--- config.mk ---
export PLATFORM = sky130hd
export DESIGN_NAME = updown_cnt_ctrl
export DESIGN_NICKNAME = d
export VERILOG_FILES = /design/src/rtl/updown_cnt_pkg.sv /design/src/rtl/btn_sync.sv /design/src/rtl/updown_cnt_ctrl.sv
export SDC_FILE = /design/constraint.sdc
export NUM_CORES = 1
export LEC_CHECK = 0
export BUFFER_PORTS_ARGS = -buffer_cell sky130_fd_sc_hd__clkbuf_2
export CORE_MARGIN = 10
export CORE_UTILIZATION = 48
export DETAILED_ROUTE_END_ITERATION = 8
export GPL_TIMING_DRIVEN = 0
export PLACE_DENSITY_LB_ADDON = 0.2
export SLEW_MARGIN = 20
export SYNTH_ARGS = -nofsm -noshare
export SYNTH_HDL_FRONTEND = slang
export SYNTH_HIERARCHICAL = 1
export SYNTH_SLANG_ARGS = --single-unit
--- constraint.sdc ---
create_clock -name clk -period 1.52 [get_ports clk]
set_input_delay 0.152 -clock clk [delete_from_list [all_inputs] [get_ports clk]]
set_output_delay 0.152 -clock clk [all_outputs]
set_load 0.05 [all_outputs]
--- src/rtl/updown_cnt_pkg.sv ---
// Shared types and constants for the up/down counter command front-end.
// Latency: n/a (package only).
// Backpressure: n/a (package only).
//
// Contents:
//   state_t       - front-end FSM states (IDLE, DEBOUNCE, FIRE, HOLD)
//   DIR_UP/DOWN   - encoding of the up_down direction bit
//   CTR_W         - width of the debounce and auto-repeat counters
//   press_blocked - true when a press in the given direction would wrap the counter
package updown_cnt_pkg;

    typedef enum logic [1:0] {
        IDLE     = 2'd0,
        DEBOUNCE = 2'd1,
        FIRE     = 2'd2,
        HOLD     = 2'd3
    } state_t;

    localparam logic DIR_UP   = 1'b1;
    localparam logic DIR_DOWN = 1'b0;

    // Wide enough for DEBOUNCE_CYCLES and REPEAT_CYCLES up to 255.
    localparam int CTR_W = 8;

    // A press is blocked when it would step the counter past its limit in
    // the requested direction.
    function automatic logic press_blocked(input logic dir,
                                           input logic at_max,
                                           input logic at_min);
        return (dir == DIR_UP) ? at_max : at_min;
    endfunction

endpackage

--- src/rtl/btn_sync.sv ---
// Two-flop synchroniser bringing a raw asynchronous button into the clk domain.
// Latency: 2 clk edges from a stable raw level to btn_s.
// Backpressure: none; free-running sampler.
//
// Ports:
//   clk     - system clock, rising edge
//   rst     - asynchronous active-high reset, clears both flops
//   btn_raw - raw asynchronous button level
//   btn_s   - synchronised button level
module btn_sync (
    input  logic clk,
    input  logic rst,
    input  logic btn_raw,
    output logic btn_s
);

    // First stage may go metastable; only the second stage is used downstream.
    logic meta_q;

    always_ff @(posedge clk or posedge rst) begin
        if (rst) begin
            meta_q <= 1'b0;
            btn_s  <= 1'b0;
        end else begin
            meta_q <= btn_raw;
            btn_s  <= meta_q;
        end
    end

endmodule

--- src/rtl/updown_cnt_ctrl.sv ---
// Button front-end for the up/down counter: sync, debounce, one enable pulse per press, limit guard.
// Latency: raw press stable before edge N -> enable high from edge N+2+DEBOUNCE_CYCLES for one cycle.
// Backpressure: none; the counter consumes every enable pulse, presses are dropped only by limits.
//
// Optional feature macro: AUTO_REPEAT_EN (held button re-fires every REPEAT_CYCLES+1 cycles).
//
// Ports:
//   clk       - system clock, rising edge
//   rst       - asynchronous active-high reset
//   btn_up    - raw asynchronous up button, active-high
//   btn_down  - raw asynchronous down button, active-high
//   count_in  - current counter value, used to suppress wrapping presses
//   enable    - one-cycle count-enable pulse to the counter
//   up_down   - direction to the counter (1=up, 0=down), held between pulses
//   limit_hit - one-cycle pulse when an accepted press is suppressed by a limit
//   busy      - high whenever the FSM is not IDLE
module updown_cnt_ctrl
    import updown_cnt_pkg::*;
#(
    parameter int WIDTH           = 4,
    parameter int DEBOUNCE_CYCLES = 4,
    parameter int MAX_VAL         = 15,
    parameter int MIN_VAL         = 0,
    parameter int REPEAT_CYCLES   = 8
) (
    input  logic             clk,
    input  logic             rst,
    input  logic             btn_up,
    input  logic             btn_down,
    input  logic [WIDTH-1:0] count_in,
    output logic             enable,
    output logic             up_down,
    output logic             limit_hit,
    output logic             busy
);

    // Elaboration-time range guards for the counter-sized parameters.
    if (DEBOUNCE_CYCLES < 1 || DEBOUNCE_CYCLES > 255) begin : g_bad_debounce
        $error("updown_cnt_ctrl: DEBOUNCE_CYCLES must be in 1..255");
    end
    if (REPEAT_CYCLES < 1 || REPEAT_CYCLES > 255) begin : g_bad_repeat
        $error("updown_cnt_ctrl: REPEAT_CYCLES must be in 1..255");
    end

    localparam logic [WIDTH-1:0] MAX_L = WIDTH'(MAX_VAL);
    localparam logic [WIDTH-1:0] MIN_L = WIDTH'(MIN_VAL);
    localparam logic [CTR_W-1:0] DEB_L = CTR_W'(DEBOUNCE_CYCLES);
`ifdef AUTO_REPEAT_EN
    // rep_cnt "reaches" REPEAT_CYCLES on the edge where it would be bumped
    // to that value, so the compare is against the value one below.
    localparam logic [CTR_W-1:0] REP_LAST = CTR_W'(REPEAT_CYCLES - 1);
`endif

    // ------------------------------------------------------------------
    // Synchronisers
    // ------------------------------------------------------------------
    logic btn_up_s;
    logic btn_down_s;

    btn_sync u_sync_up (
        .clk     (clk),
        .rst     (rst),
        .btn_raw (btn_up),
        .btn_s   (btn_up_s)
    );

    btn_sync u_sync_down (
        .clk     (clk),
        .rst     (rst),
        .btn_raw (btn_down),
        .btn_s   (btn_down_s)
    );

    // ------------------------------------------------------------------
    // State
    // ------------------------------------------------------------------
    state_t           state;
    state_t           state_next;
    logic [CTR_W-1:0] deb_cnt;
    logic [CTR_W-1:0] deb_next;
    logic             dir;
    logic             dir_next;
    logic             enable_next;
    logic             limit_next;
    logic             up_down_next;
    logic             fire_now;
`ifdef AUTO_REPEAT_EN
    logic [CTR_W-1:0] rep_cnt;
    logic [CTR_W-1:0] rep_next;
`endif

    // The latched button is the only one high; any other combination
    // (released, or the opposite button joining in) breaks the press.
    logic latched_solo;
    logic blocked;

    assign latched_solo = (dir == DIR_UP) ? (btn_up_s && !btn_down_s)
                                          : (btn_down_s && !btn_up_s);

    // count_in is judged at the same edge that enters FIRE.
    assign blocked = press_blocked(dir, count_in == MAX_L, count_in == MIN_L);

    assign busy = (state != IDLE);

    // ------------------------------------------------------------------
    // Next-state and registered-output logic
    // ------------------------------------------------------------------
    always_comb begin
        state_next = state;
        deb_next   = deb_cnt;
        dir_next   = dir;
        fire_now   = 1'b0;
`ifdef AUTO_REPEAT_EN
        rep_next   = '0;
`endif

        case (state)
            IDLE: begin
                if (btn_up_s ^ btn_down_s) begin
                    dir_next   = btn_up_s ? DIR_UP : DIR_DOWN;
                    deb_next   = CTR_W'(1);
                    state_next = DEBOUNCE;
                end
            end

            DEBOUNCE: begin
                if (latched_solo) begin
                    if (deb_cnt >= DEB_L) begin
                        fire_now = 1'b1;
                    end else begin
                        deb_next = deb_cnt + CTR_W'(1);
                    end
                end else begin
                    // Glitch or conflict: abandon silently.
                    deb_next   = '0;
                    state_next = IDLE;
                end
            end

            FIRE: begin
                state_next = HOLD;
            end

            HOLD: begin
                if (!btn_up_s && !btn_down_s) begin
                    state_next = IDLE;
                end
`ifdef AUTO_REPEAT_EN
                else if (latched_solo) begin
                    if (rep_cnt == REP_LAST) begin
                        fire_now = 1'b1;
                    end else begin
                        rep_next = rep_cnt + CTR_W'(1);
                    end
                end
`endif
            end

            default: begin
                state_next = IDLE;
            end
        endcase

        if (fire_now) begin
            state_next = FIRE;
            deb_next   = '0;
        end

        // Pulses default low so they clear on the edge leaving FIRE.
        enable_next  = fire_now && !blocked;
        limit_next   = fire_now && blocked;
        up_down_next = fire_now ? dir : up_down;
    end

    always_ff @(posedge clk or posedge rst) begin
        if (rst) begin
            state     <= IDLE;
            deb_cnt   <= '0;
            dir       <= DIR_UP;
            enable    <= 1'b0;
            limit_hit <= 1'b0;
            up_down   <= DIR_UP;
        end else begin
            state     <= state_next;
            deb_cnt   <= deb_next;
            dir       <= dir_next;
            enable    <= enable_next;
            limit_hit <= limit_next;
            up_down   <= up_down_next;
        end
    end

`ifdef AUTO_REPEAT_EN
    always_ff @(posedge clk or posedge rst) begin
        if (rst) begin
            rep_cnt <= '0;
        end else begin
            rep_cnt <= rep_next;
        end
    end
`endif

endmodule
; Yosys cells after proc, flatten, opt, wreduce, memory -nomap -nowiden
; Index checks and enable logic that the tools add are counted.
; W data, S select, Z words.
[totals]
ff_bits = 18
latchBits = 0
mem_bits_rw = 0
rom_bits = 0
input_bits = 8
output_inout_bits = 4
word_cells = 52
n_memories = 0
[classes]
n_addsub = 1
multipliers = 0
n_div = 0
order_cmp = 1
eq_ne = 8
shifts = 0
muxes = 16
bitwise_logic = 1
reduce_logical = 15
[op_table]
columns = operator, count
row1 = $mux W8, 4
row2 = $pmux W8 S2, 1
row3 = $ne A3 B3 Y1 const B, 3
row4 = $add A8 B1 Y8 const B, 1
row5 = $ge A8 B3 Y1 const B, 1
row6 = $mux W2, 4
row7 = $pmux W2 S4, 1
row8 = $mux W1, 6
row9 = $reduce_and A3 Y1, 2
row10 = $logic_and A1 B1 Y1, 5
row11 = $eq A2 B2 Y1 const B, 2
row12 = $eq A4 B4 Y1 const B, 1
row13 = $logic_not A4 Y1, 1
row14 = $ne A4 B4 Y1 const B, 1
row15 = $logic_not A1 Y1, 3
row16 = $reduce_bool A3 Y1, 1
row17 = $eq A2 B1 Y1 const B, 1
row18 = $logic_not A2 Y1, 1
row19 = $reduce_and A2 Y1, 1
row20 = $reduce_bool A2 Y1, 1
row21 = $xor A1 B1 Y1, 1

; Logic depth before layout (Yosys ltp)
; Gate-level depths: netlist (run 1).
[depth]
ltp_word = 7
ltp_mapped = 6
mapped_depth_nobuf = 5

; Cells and area by module
; The synthesis (run 1) kept the hierarchy.
[by_module_without_submodules]
columns = mod, instances, cells_per_inst, area_per_inst_um2
row1 = updown_cnt_ctrl, 1, 67, 703.2
row2 = btn_sync, 2, 3, 53.8

; Worst setup path after synthesis (run 1)
; No wires, ideal clock.
[synth_timing]
path_type = register to register
startpoint = register u_sync_up.btn_s
endpoint = register deb_cnt[4]
setup_time_ps = 128
t_arrival_ps = 1312
slack_ps = 80
path_stages_with_launch = 7
n_path_buf = 1
path_cell_list = dfrtp_1 inv_1 ha_1 o21ba_2 buf_2 a41oi_1 a21oi_1
[synth_via]
elab_chain_cells = 7
[synth_lines]
columns = item, line
row1 = "start, declared", btn_sync.sv:14  ; output logic btn_s
row2 = "start signal, assigned", btn_sync.sv:26  ; btn_s <= meta_q;
row3 = $logic_not A1 Y1, updown_cnt_ctrl.sv:98  ; : (btn_down_s && !btn_up_s);
row4 = $logic_and A1 B1 Y1, updown_cnt_ctrl.sv:98
row5 = $mux W1, updown_cnt_ctrl.sv:97  ; assign latched_solo = (dir == DIR_UP) ? (btn_up_s && !btn_down_s)
row6 = $mux W1, updown_cnt_ctrl.sv:127  ; if (latched_solo) begin
row7 = $mux W1, updown_cnt_ctrl.sv:117  ; case (state)
row8 = "$ne A4 B4 Y1 (no line), or another cell as far along", n/a
row9 = $reduce_and A3 Y1 (no line), n/a
row10 = "end signal, assigned", updown_cnt_ctrl.sv:185  ; deb_cnt <= deb_next;
row11 = "end, declared", updown_cnt_ctrl.sv:79  ; logic [CTR_W-1:0] deb_cnt;
; Several ways; a longest one is shown, not always the timed one.
; A chain may end at the register's enable or synchronous reset.

; Final worst setup path (run 1)
; Ends and elaborated chain as after synthesis.

==> results of run 1 <==
==> registers in the layout, indices dropped and copies added, names as in the netlist <==
register / flops
deb_cnt: 8
state: 2
dir: 1
enable: 1
limit_hit: 1
u_sync_down/btn_s: 1
u_sync_down/meta_q: 1
u_sync_up/btn_s: 1
u_sync_up/meta_q: 1
up_down: 1
==> cell usage after synthesis (2+ instances only) <==
| cell type | instances |
|---|---|
| sky130_fd_sc_hd__o22ai_1 | 2 |
| sky130_fd_sc_hd__nand2_1 | 5 |
| sky130_fd_sc_hd__nand2b_1 | 2 |
| sky130_fd_sc_hd__ha_1 | 5 |
| sky130_fd_sc_hd__dfstp_2 | 2 |
| sky130_fd_sc_hd__nor2b_1 | 4 |
| sky130_fd_sc_hd__inv_1 | 10 |
| sky130_fd_sc_hd__a31oi_1 | 2 |
| sky130_fd_sc_hd__dfrtp_1 | 16 |
| sky130_fd_sc_hd__a21oi_1 | 5 |
| sky130_fd_sc_hd__nor2_1 | 5 |
| sky130_fd_sc_hd__o21ba_2 | 2 |
==> layout make-up <==
type	instances	share of cell area, %
Buffer	1	0.515
Clock buffer	4	2.70
Inverter	10	3.86
Multi-Input combinational cell	44	34.0
Sequential cell	18	46.6
Tap cell	16	2.06
Timing Repair Buffer	16	10.3
==> worst max-delay path, delay by kind of cell, from the launching register on <==
family	cells	cell delay, ns
buffers and inverters	2	0.30
DFF	1	0.39
AOI/OAI and AO/OA	3	0.47
adders and majority gates	1	0.23
==> metrics by stage <==
stage	util [%]	power [uW]	cell area, um2	worst slack, ns	hold slack (ns)
floorplan	-	925	811	0.0802	-0.107
global placement	56.8	1000	886	-0.00452	0.00675
detailed placement	56.8	1010	886	-0.0323	0.0122
CTS	61.7	1270	962	0.0322	0.211
global route	62.4	1350	972	-0.0163	0.199
finish	62.4	1250	972	0.0163	0.199
==> kinds of logic after synthesis <==
group	synth area share [%]
AOI/OAI and AO/OA	10.8
adders and majority gates	7.72
DFF	55.9
buffers and inverters	5.25
muxes	4.47
and+or+nand+nor	15.9
==> repair_timing <==
item | CTS | global route
endpoints found under the setup margin | 1 | 3
gates resized for setup | 1 | 2
pin swaps | 0 | 1
hold buffers | 3 | 0
hold endpoints to repair | 18 | 0
buffers inserted | 1 | 1
==> routing by layer <==
| layer | wire length [um] | global-route usage (%) |
|---|---|---|
| met5 | 0 | 0 |
| met2 | 592 | 12.3 |
| met4 | 22 | 3.91 |
| met1 | 646 | 9.48 |
| met3 | 91 | 3.50 |
==> where the power goes <==
part	total (uW)	switching [uW]	leakage (uW)	internal [uW]
combinational	377	230	0.000239	147
sequential	637	74.7	0.000231	562
clock	239	138	0.0000150	102
==> path summary, 6_finish.rpt <==
kind                                         start           endpoint  slack (ns)
worst min register to register  u_sync_down/meta_q  u_sync_down/btn_s        0.36
worst max register to register     u_sync_up/btn_s         deb_cnt[4]        0.02
max in group asynchronous                      rst            up_down        0.72
worst min-delay path                   count_in[2]             enable        0.20
min in group asynchronous                      rst  u_sync_down/btn_s        0.26
worst max-delay path               u_sync_up/btn_s         deb_cnt[4]        0.02
==> results.py, run 1 <==
metrics = {
    "status": {
        "run_status": "completed",
    },
    "logic_synthesis": {
        "async_reset_ff_share_pct": 100,
        "ys_seq_elements": 18,
        "post_synth_main_area_contributors": "sky130_fd_sc_hd__dfrtp_1, sky130_fd_sc_hd__ha_1, sky130_fd_sc_hd__dfstp_2, sky130_fd_sc_hd__inv_1, sky130_fd_sc_hd__a21oi_1",
        "synth_flop_cell": "sky130_fd_sc_hd__dfrtp_1",
        "synth_largest_area_cell": "sky130_fd_sc_hd__dfrtp_1",
        "ys_seq_area_share_pct": 55.9,
        "postSynthNetCount": 86,
        "postSynthAreaPerCell_um2": 11.1,
        "synth_top_area_share_pct": 49.4,
        "synth_edf_count": 0,
        "post_synth_num_cell_types": 25,
        "synth.cell_area_um2": 811,
        "yosys_warnings": 6,
        "synthCells": 73,
    },
    "timing": {
        "min_period_over_period_pct": 98.9,
        "worstMarginPinSlew_ns": 0.506,
        "timing.fmax_mhz": 665,
        "rsz0062_at_grt": "yes",
        "fin_crit_ns": 1.50,
        "maxSlewHeadroom_pct": 66.3,
        "timing.setup.tns_ns": 0,
        "timing.final.max_slew_violations": 0,
        "finalSetupViolCount": 0,
        "hold_viol_final": 0,
        "finClkSkew_ns": 0.00269,
    },
    "floorplan": {
        "ios": 12,
        "die_area_um2": 3730,
        "placeableCoreArea_um2": 1560,
        "initial_utilization_pct": 52.0,
        "chipWidth_um": 61.1,
        "cell_rows": 14,
        "fp.dieH_um": 61.1,
    },
    "placed_design": {
        "placed_cells_incl_taps": 100,
        "port_buffer_cells": 11,
        "dp_hpwl_um": 965,
        "routabilityCongestion": 0.701,
    },
    "global_routing": {
        "number_of_antenna_violations_at_the_first_check_in_global_routing": 0,
        "globalRoute.totalOverflow": 0,
        "global_route_wire_length_before_repair_um": 2260,
        "grtUsageTotal_pct": 8.04,
        "maximum_number_of_pins_on_one_net_before_global_route_repair": 15,
        "first_global_vias": 536,
    },
    "final_layout": {
        "area_growth_pct": 19.9,
        "layout_common_cells": "sky130_fd_sc_hd__dfrtp_1, sky130_fd_sc_hd__clkbuf_2, sky130_fd_sc_hd__inv_1",
        "layout.nets": 107,
        "mostFrequentLayoutCell": "sky130_fd_sc_hd__dfrtp_1",
        "final_layout_size_suffix_gt1_share_pct": 29.0,
        "fillerInstances": 124,
        "final_cell_count_no_fill": 109,
        "multiInputGateArea_um2": 330,
        "seq_area_um2": 453,
        "antenna_cells": 0,
    },
    "critical_path": {
        "crit_arrival_ns": 1.68,
        "timing.critical_path.slowest_cell_delay_ns": 0.39,
        "path_max_fanout": 10,
        "kind_of_start_point_of_the_critical_path": "flip-flop",
        "crit_type": "flip-flop to flip-flop",
        "critical-path-slowest-cell": "sky130_fd_sc_hd__dfrtp_1",
        "crit_chain": "inv_1 > ha_4 > o21ba_2 > buf_2 > a41oi_1 > a21oi_1",
        "required_ns": 1.69,
        "end_kind": "flip-flop",
        "r2r.worst_path.cells": 6,
    },
    "hold_path": {
        "timing.hold.worst_path_depth": 3,
        "min_path_type": "input port to flip-flop",
    },
    "cts": {
        "clock_tree.buffer_depth": 2,
        "numCtsBuffers": 3,
        "cts_sinks": 18,
        "clk_latency_ns": 0.29,
        "clock_tree.root_cell": "sky130_fd_sc_hd__clkbuf_4",
        "htreeDepth": 1,
        "tritoncts": "built",
        "clkTransAtPathRegs_ns": 0.10,
    },
    "detailed_routing": {
        "route.vias.total": 558,
        "detailedRoute.firstIterationViolations": 6,
        "vias_per_cell": 5.12,
        "postRouteWirelength_um": 1350,
        "drt_pre_antenna_iters": 4,
        "drtAntennaViolNets": 0,
        "detail_route.wl_per_cell_um": 12.4,
        "detail_route.drc_violations": 0,
    },
    "pwr": {
        "vdd_drop_max_v": 0.000774,
        "power_density_nw_per_um2": 1290,
        "power.static_leakage_uw": 0.000485,
    },
    "job": {
        "cap_violations": 0,
    },
}
(Power assumes the default switching activity.)
==> run 2: changes to the inputs <==
- CORE_UTILIZATION: 48 -> 41
- REMOVE_ABC_BUFFERS: not set -> 1
==> run 2 against run 1 <==
- total power up 5.1%
- non-clock buffer count is 2 lower
- sequential power is 0.8% higher
- clock-buffer cell count unchanged
- worst hold slack got worse by 0.016 ns
- critical path depth decreased by 1
- clock power grew 21%
- utilization down 12 points
- routed wire length rose by 7.5%
- sequential share of layout area shrank 0.12 points
- critical endpoint unchanged
- highest routed layer unchanged
==> results.py, run 2 (synthesized netlist as in run 1, its figures left out) <==
metrics = {
    "floorplan": {
        "fp.dieH_um": 64.5,
        "cell_rows": 16,
        "ios": 12,
        "die_area_um2": 4160,
        "chipWidth_um": 64.5,
        "initial_utilization_pct": 42.2,
        "placeableCoreArea_um2": 1920,
    },
    "final_layout": {
        "final_cell_count_no_fill": 118,
        "area_growth_pct": 20.2,
        "antenna_cells": 0,
        "mostFrequentLayoutCell": "sky130_fd_sc_hd__dfrtp_1",
        "final_design_area_no_fill_um2": 975,
        "largest_register_ff_count": 8,
        "layout.nets": 105,
        "reg_top3": "deb_cnt: 8 flops, state: 2 flops",
        "final_layout_size_suffix_gt1_share_pct": 25.3,
        "layout.core_utilization_pct": 50.7,
        "layout_common_cells": "sky130_fd_sc_hd__dfrtp_1, sky130_fd_sc_hd__clkbuf_2, sky130_fd_sc_hd__inv_1",
        "top_register": "deb_cnt",
        "fillerInstances": 195,
    },
    "global_routing": {
        "maximum_number_of_pins_on_one_net_before_global_route_repair": 15,
        "number_of_antenna_violations_at_the_first_check_in_global_routing": 0,
        "first_global_vias": 557,
        "grtUsageTotal_pct": 7.59,
        "globalRoute.totalOverflow": 0,
        "global_route_wire_length_before_repair_um": 2510,
    },
    "placed_design": {
        "dpl-instance-area_um2": 895,
        "routabilityCongestion": 0.720,
        "placed_cells_incl_taps": 110,
        "dp_hpwl_um": 1090,
        "port_buffer_cells": 11,
    },
    "cts": {
        "numCtsBuffers": 3,
        "cts_sinks": 18,
        "clkTransAtPathRegs_ns": 0.10,
        "tritoncts": "built",
        "clk_latency_ns": 0.29,
        "clock_tree.root_cell": "sky130_fd_sc_hd__clkbuf_4",
        "clock_tree.buffer_depth": 2,
        "htreeDepth": 1,
    },
    "detailed_routing": {
        "route.vias.total": 556,
        "detail_route.wl_per_cell_um": 12.3,
        "detail_route.drc_violations": 0,
        "detailedRoute.firstIterationViolations": 9,
        "drt_pre_antenna_iters": 3,
        "drtAntennaViolNets": 0,
        "vias_per_cell": 4.71,
        "postRouteWirelength_um": 1450,
    },
    "critical_path": {
        "crit_type": "flip-flop to flip-flop",
        "end_kind": "flip-flop",
        "kind_of_start_point_of_the_critical_path": "flip-flop",
        "path_max_fanout": 10,
        "required_ns": 1.70,
        "crit_arrival_ns": 1.63,
        "flop_to_flop_setup_slack_ns": 0.07,
    },
    "timing": {
        "rsz0062_at_grt": "yes",
        "finalHoldWorstSlack_ns": 0.183,
        "hold_viol_final": 0,
        "min_period_over_period_pct": 95.2,
        "fin_crit_ns": 1.45,
        "maxSlewHeadroom_pct": 64.6,
        "finalSetupViolCount": 0,
        "finClkSkew_ns": 0.00342,
        "timing.fmax_mhz": 691,
        "timing.final.max_slew_violations": 0,
        "worstMarginPinSlew_ns": 0.530,
    },
    "pwr": {
        "power.static_leakage_uw": 0.000490,
        "power_density_nw_per_um2": 1350,
        "overall_power_after_layout_uw": 1320,
        "vdd_drop_max_v": 0.000687,
    },
    "hold_path": {
        "min_path_type": "input port to flip-flop",
    },
    "job": {
        "cap_violations": 0,
    },
    "status": {
        "run_status": "completed",
    },
}
## run 2: cell types whose count changed in the layout (fill, tap and decap cells not counted), sizes merged
cell  previous run  this run
buf              3         1
## run 2: worst paths after layout
check | start | endpoint | cells after the start
min in group asynchronous | rst | u_sync_down/meta_q | 3
max in group asynchronous | rst | dir | 3
worst max-delay path | u_sync_up/btn_s | deb_cnt[4] | 5
worst min register to register | u_sync_down/meta_q | u_sync_down/btn_s | 0
worst max register to register | u_sync_up/btn_s | deb_cnt[4] | 5
worst min-delay path | count_in[2] | enable | 3
## run 2: cell type report
| type | count | area, um2 | share of cell area [%] |
|---|---|---|---|
| flip-flops and latches | 18 | 453 | 46.5 |
| multi-input cells | 44 | 322 | 33.0 |
| repair buffers | 15 | 92.6 | 9.50 |
| inverters | 10 | 37.5 | 3.85 |
| clock buffers | 4 | 36.3 | 3.72 |
| well taps | 27 | 33.8 | 3.47 |
## run 2: stage by stage
step                TNS (ns)  setup WS [ns]
global route         -0.0132        -0.0132
global placement           0         0.0740
CTS                        0         0.0113
detailed placement         0         0.0275
finish                     0         0.0725
floorplan                  0          0.163
## run 2: timing repair
action / CTS / global route
setup endpoints to repair: 0 / 5
endpoints found under the hold margin: 18 / 0
gates resized for setup: 0 / 1
hold buffers: 3 / 0
setup buffers: 0 / 1
## run 2: layer usage
metal,track usage [%],share of wire [%],up-vias
met4,4.01,0.96,0
met5,0,0,-
li1,-,-,281
met1,8.95,43,263
met3,3.61,8.1,2
met2,11.2,48,10
## run 2: where the power goes
group          internal [uW]  switching, uW
clock network            146            143
registers                562           80.1
logic                    154            232
## run 2: worst max-delay path: stages (launching register included)
cell and delay (ns):
sky130_fd_sc_hd__dfrtp_1 0.39, sky130_fd_sc_hd__inv_1 0.07, sky130_fd_sc_hd__ha_1 0.36, sky130_fd_sc_hd__o21ba_4 0.26, sky130_fd_sc_hd__a41oi_1 0.21, sky130_fd_sc_hd__a21oi_1 0.06
==> run 3: changes to the inputs <==
- CORE_ASPECT_RATIO: not set -> 1.1
==> run 3 against run 2 <==
- clock power fell by 2%
- sequential cell count did not move
- first-iteration DRC count rose by 67%
- global-route usage fell by 0.79 points
- largest power group unchanged
==> results.py, run 3 (synthesized netlist as in run 1, its figures left out) <==
metrics = {
    "final_layout": {
        "reg_top3": "deb_cnt: 8 flops, state: 2 flops",
        "mostFrequentLayoutCell": "sky130_fd_sc_hd__dfrtp_1",
        "layout_common_cells": "sky130_fd_sc_hd__dfrtp_1, sky130_fd_sc_hd__clkbuf_2, sky130_fd_sc_hd__inv_1",
        "final_cell_count_no_fill": 118,
        "final_layout_size_suffix_gt1_share_pct": 26.4,
        "area_growth_pct": 21.8,
        "layout.nets": 105,
        "antenna_cells": 0,
        "largest_register_ff_count": 8,
        "fillerInstances": 168,
        "top_register": "deb_cnt",
    },
    "detailed_routing": {
        "detailedRoute.firstIterationViolations": 15,
        "drt_pre_antenna_iters": 2,
        "detail_route.wl_per_cell_um": 11.9,
        "route.vias.total": 562,
        "postRouteWirelength_um": 1400,
        "vias_per_cell": 4.76,
        "detail_route.drc_violations": 0,
        "drtAntennaViolNets": 0,
    },
    "critical_path": {
        "crit_arrival_ns": 1.71,
        "critical_path.top_delay_family": "flip-flops",
        "timing.critical_path.slowest_cell_delay_ns": 0.41,
        "worst-path-buf-inv": 1,
        "end_kind": "flip-flop",
        "path_max_fanout": 4,
        "crit_chain": "inv_1 > ha_1 > mux2i_1 > a211o_1 > mux2_4",
        "required_ns": 1.74,
        "kind_of_start_point_of_the_critical_path": "flip-flop",
        "critical-path-slowest-cell": "sky130_fd_sc_hd__dfrtp_1",
        "crit_type": "flip-flop to flip-flop",
    },
    "timing": {
        "maxSlewHeadroom_pct": 64.4,
        "hold_viol_final": 0,
        "fin_crit_ns": 1.48,
        "finalSetupViolCount": 0,
        "timing.final.max_slew_violations": 0,
        "worstMarginPinSlew_ns": 0.533,
        "timing.fmax_mhz": 674,
        "finalHoldWorstSlack_ns": 0.186,
        "finClkSkew_ns": 0.00253,
        "rsz0062_at_grt": "yes",
        "min_period_over_period_pct": 97.6,
        "finalWorstSetupSlack_ns": 0.0363,
    },
    "global_routing": {
        "globalRoute.totalOverflow": 0,
        "maximum_number_of_pins_on_one_net_before_global_route_repair": 15,
        "first_global_vias": 561,
        "number_of_antenna_violations_at_the_first_check_in_global_routing": 0,
        "grtUsageTotal_pct": 6.80,
        "global_route_wire_length_before_repair_um": 2350,
    },
    "cts": {
        "htreeDepth": 1,
        "numCtsBuffers": 3,
        "tritoncts": "built",
        "clk_latency_ns": 0.29,
        "clock_tree.root_cell": "sky130_fd_sc_hd__clkbuf_4",
        "clkTransAtPathRegs_ns": 0.10,
        "clock_tree.buffer_depth": 2,
        "cts_sinks": 18,
    },
    "floorplan": {
        "ios": 12,
        "placeableCoreArea_um2": 1820,
        "chipWidth_um": 62.4,
        "die_area_um2": 4160,
        "initial_utilization_pct": 44.5,
        "cell_rows": 16,
        "fp.dieH_um": 66.6,
    },
    "status": {
        "run_status": "completed",
    },
    "job": {
        "cap_violations": 0,
    },
    "placed_design": {
        "dp_hpwl_um": 1000,
        "port_buffer_cells": 11,
        "placed_cells_incl_taps": 110,
        "place_worst_setup_slack_ns": 0.0464,
        "routabilityCongestion": 0.727,
    },
    "pwr": {
        "power_density_nw_per_um2": 1330,
        "vdd_drop_max_v": 0.000807,
        "power.static_leakage_uw": 0.000490,
    },
    "hold_path": {
        "min_path_type": "input port to flip-flop",
    },
}
run 3: changes by cell type in the layout (fill, tap and decap cells not counted):
cell / change
sky130_fd_sc_hd__ha_4: +1
sky130_fd_sc_hd__ha_1: -1
run 3: routing by layer:
layer / vias up / wire, um / global-route usage (%)
met3: 4 / 93 / 2.51
met4: 0 / 12 / 3.35
met5: - / 0 / 0
li1: 282 / - / -
met2: 16 / 618 / 10.6
met1: 260 / 675 / 8.10
run 3: what timing repair did:
item	CTS	global route
hold endpoints to repair	18	0
setup buffers	0	1
setup endpoints to repair	0	4
gates resized for setup	0	2
hold buffers	3	0
run 3: area by class of cell:
type                       instances  area [um2]  share of cell area [%]
inverter                          10        37.5                    3.80
multi-input combinational         44         334                    33.8
sequential                        18         453                    45.9
clock buffer                       4        36.3                    3.68
tap                               27        33.8                    3.42
timing repair buffer              15        92.6                    9.38
run 3: final timing paths:
kind / start / to / slack, ns / cells past startpoint
worst max-delay path: u_sync_up/btn_s / up_down / 0.04 / 5
worst min register to register: u_sync_down/meta_q / u_sync_down/btn_s / 0.36 / 0
min in group asynchronous: rst / u_sync_up/meta_q / 0.25 / 3
worst max register to register: u_sync_up/btn_s / up_down / 0.04 / 5
max in group asynchronous: rst / dir / 0.71 / 3
worst min-delay path: count_in[2] / enable / 0.19 / 3
run 3: worst min-delay path, stage by stage:
cell and delay, ns:
sky130_fd_sc_hd__clkbuf_2 0.09, sky130_fd_sc_hd__nor2_1 0.13, sky130_fd_sc_hd__nor3_1 0.07
run 3: stage by stage:
stage | instance area, um2 | total power, uW | utilization (%) | TNS, ns
floorplan | 806 | 919 | - | 0
global placement | 895 | 1000 | 49.1 | 0
detailed placement | 895 | 1010 | 49.1 | 0
CTS | 961 | 1310 | 52.7 | 0
global route | 987 | 1410 | 54.2 | -0.0337
finish | 987 | 1320 | 54.2 | 0
run 3: power breakdown:
part	total (uW)	leakage, uW	switching [uW]	internal, uW
sequential	641	0.000231	79.0	562
clock	284	0.0000210	138	146
combinational	391	0.000238	234	157
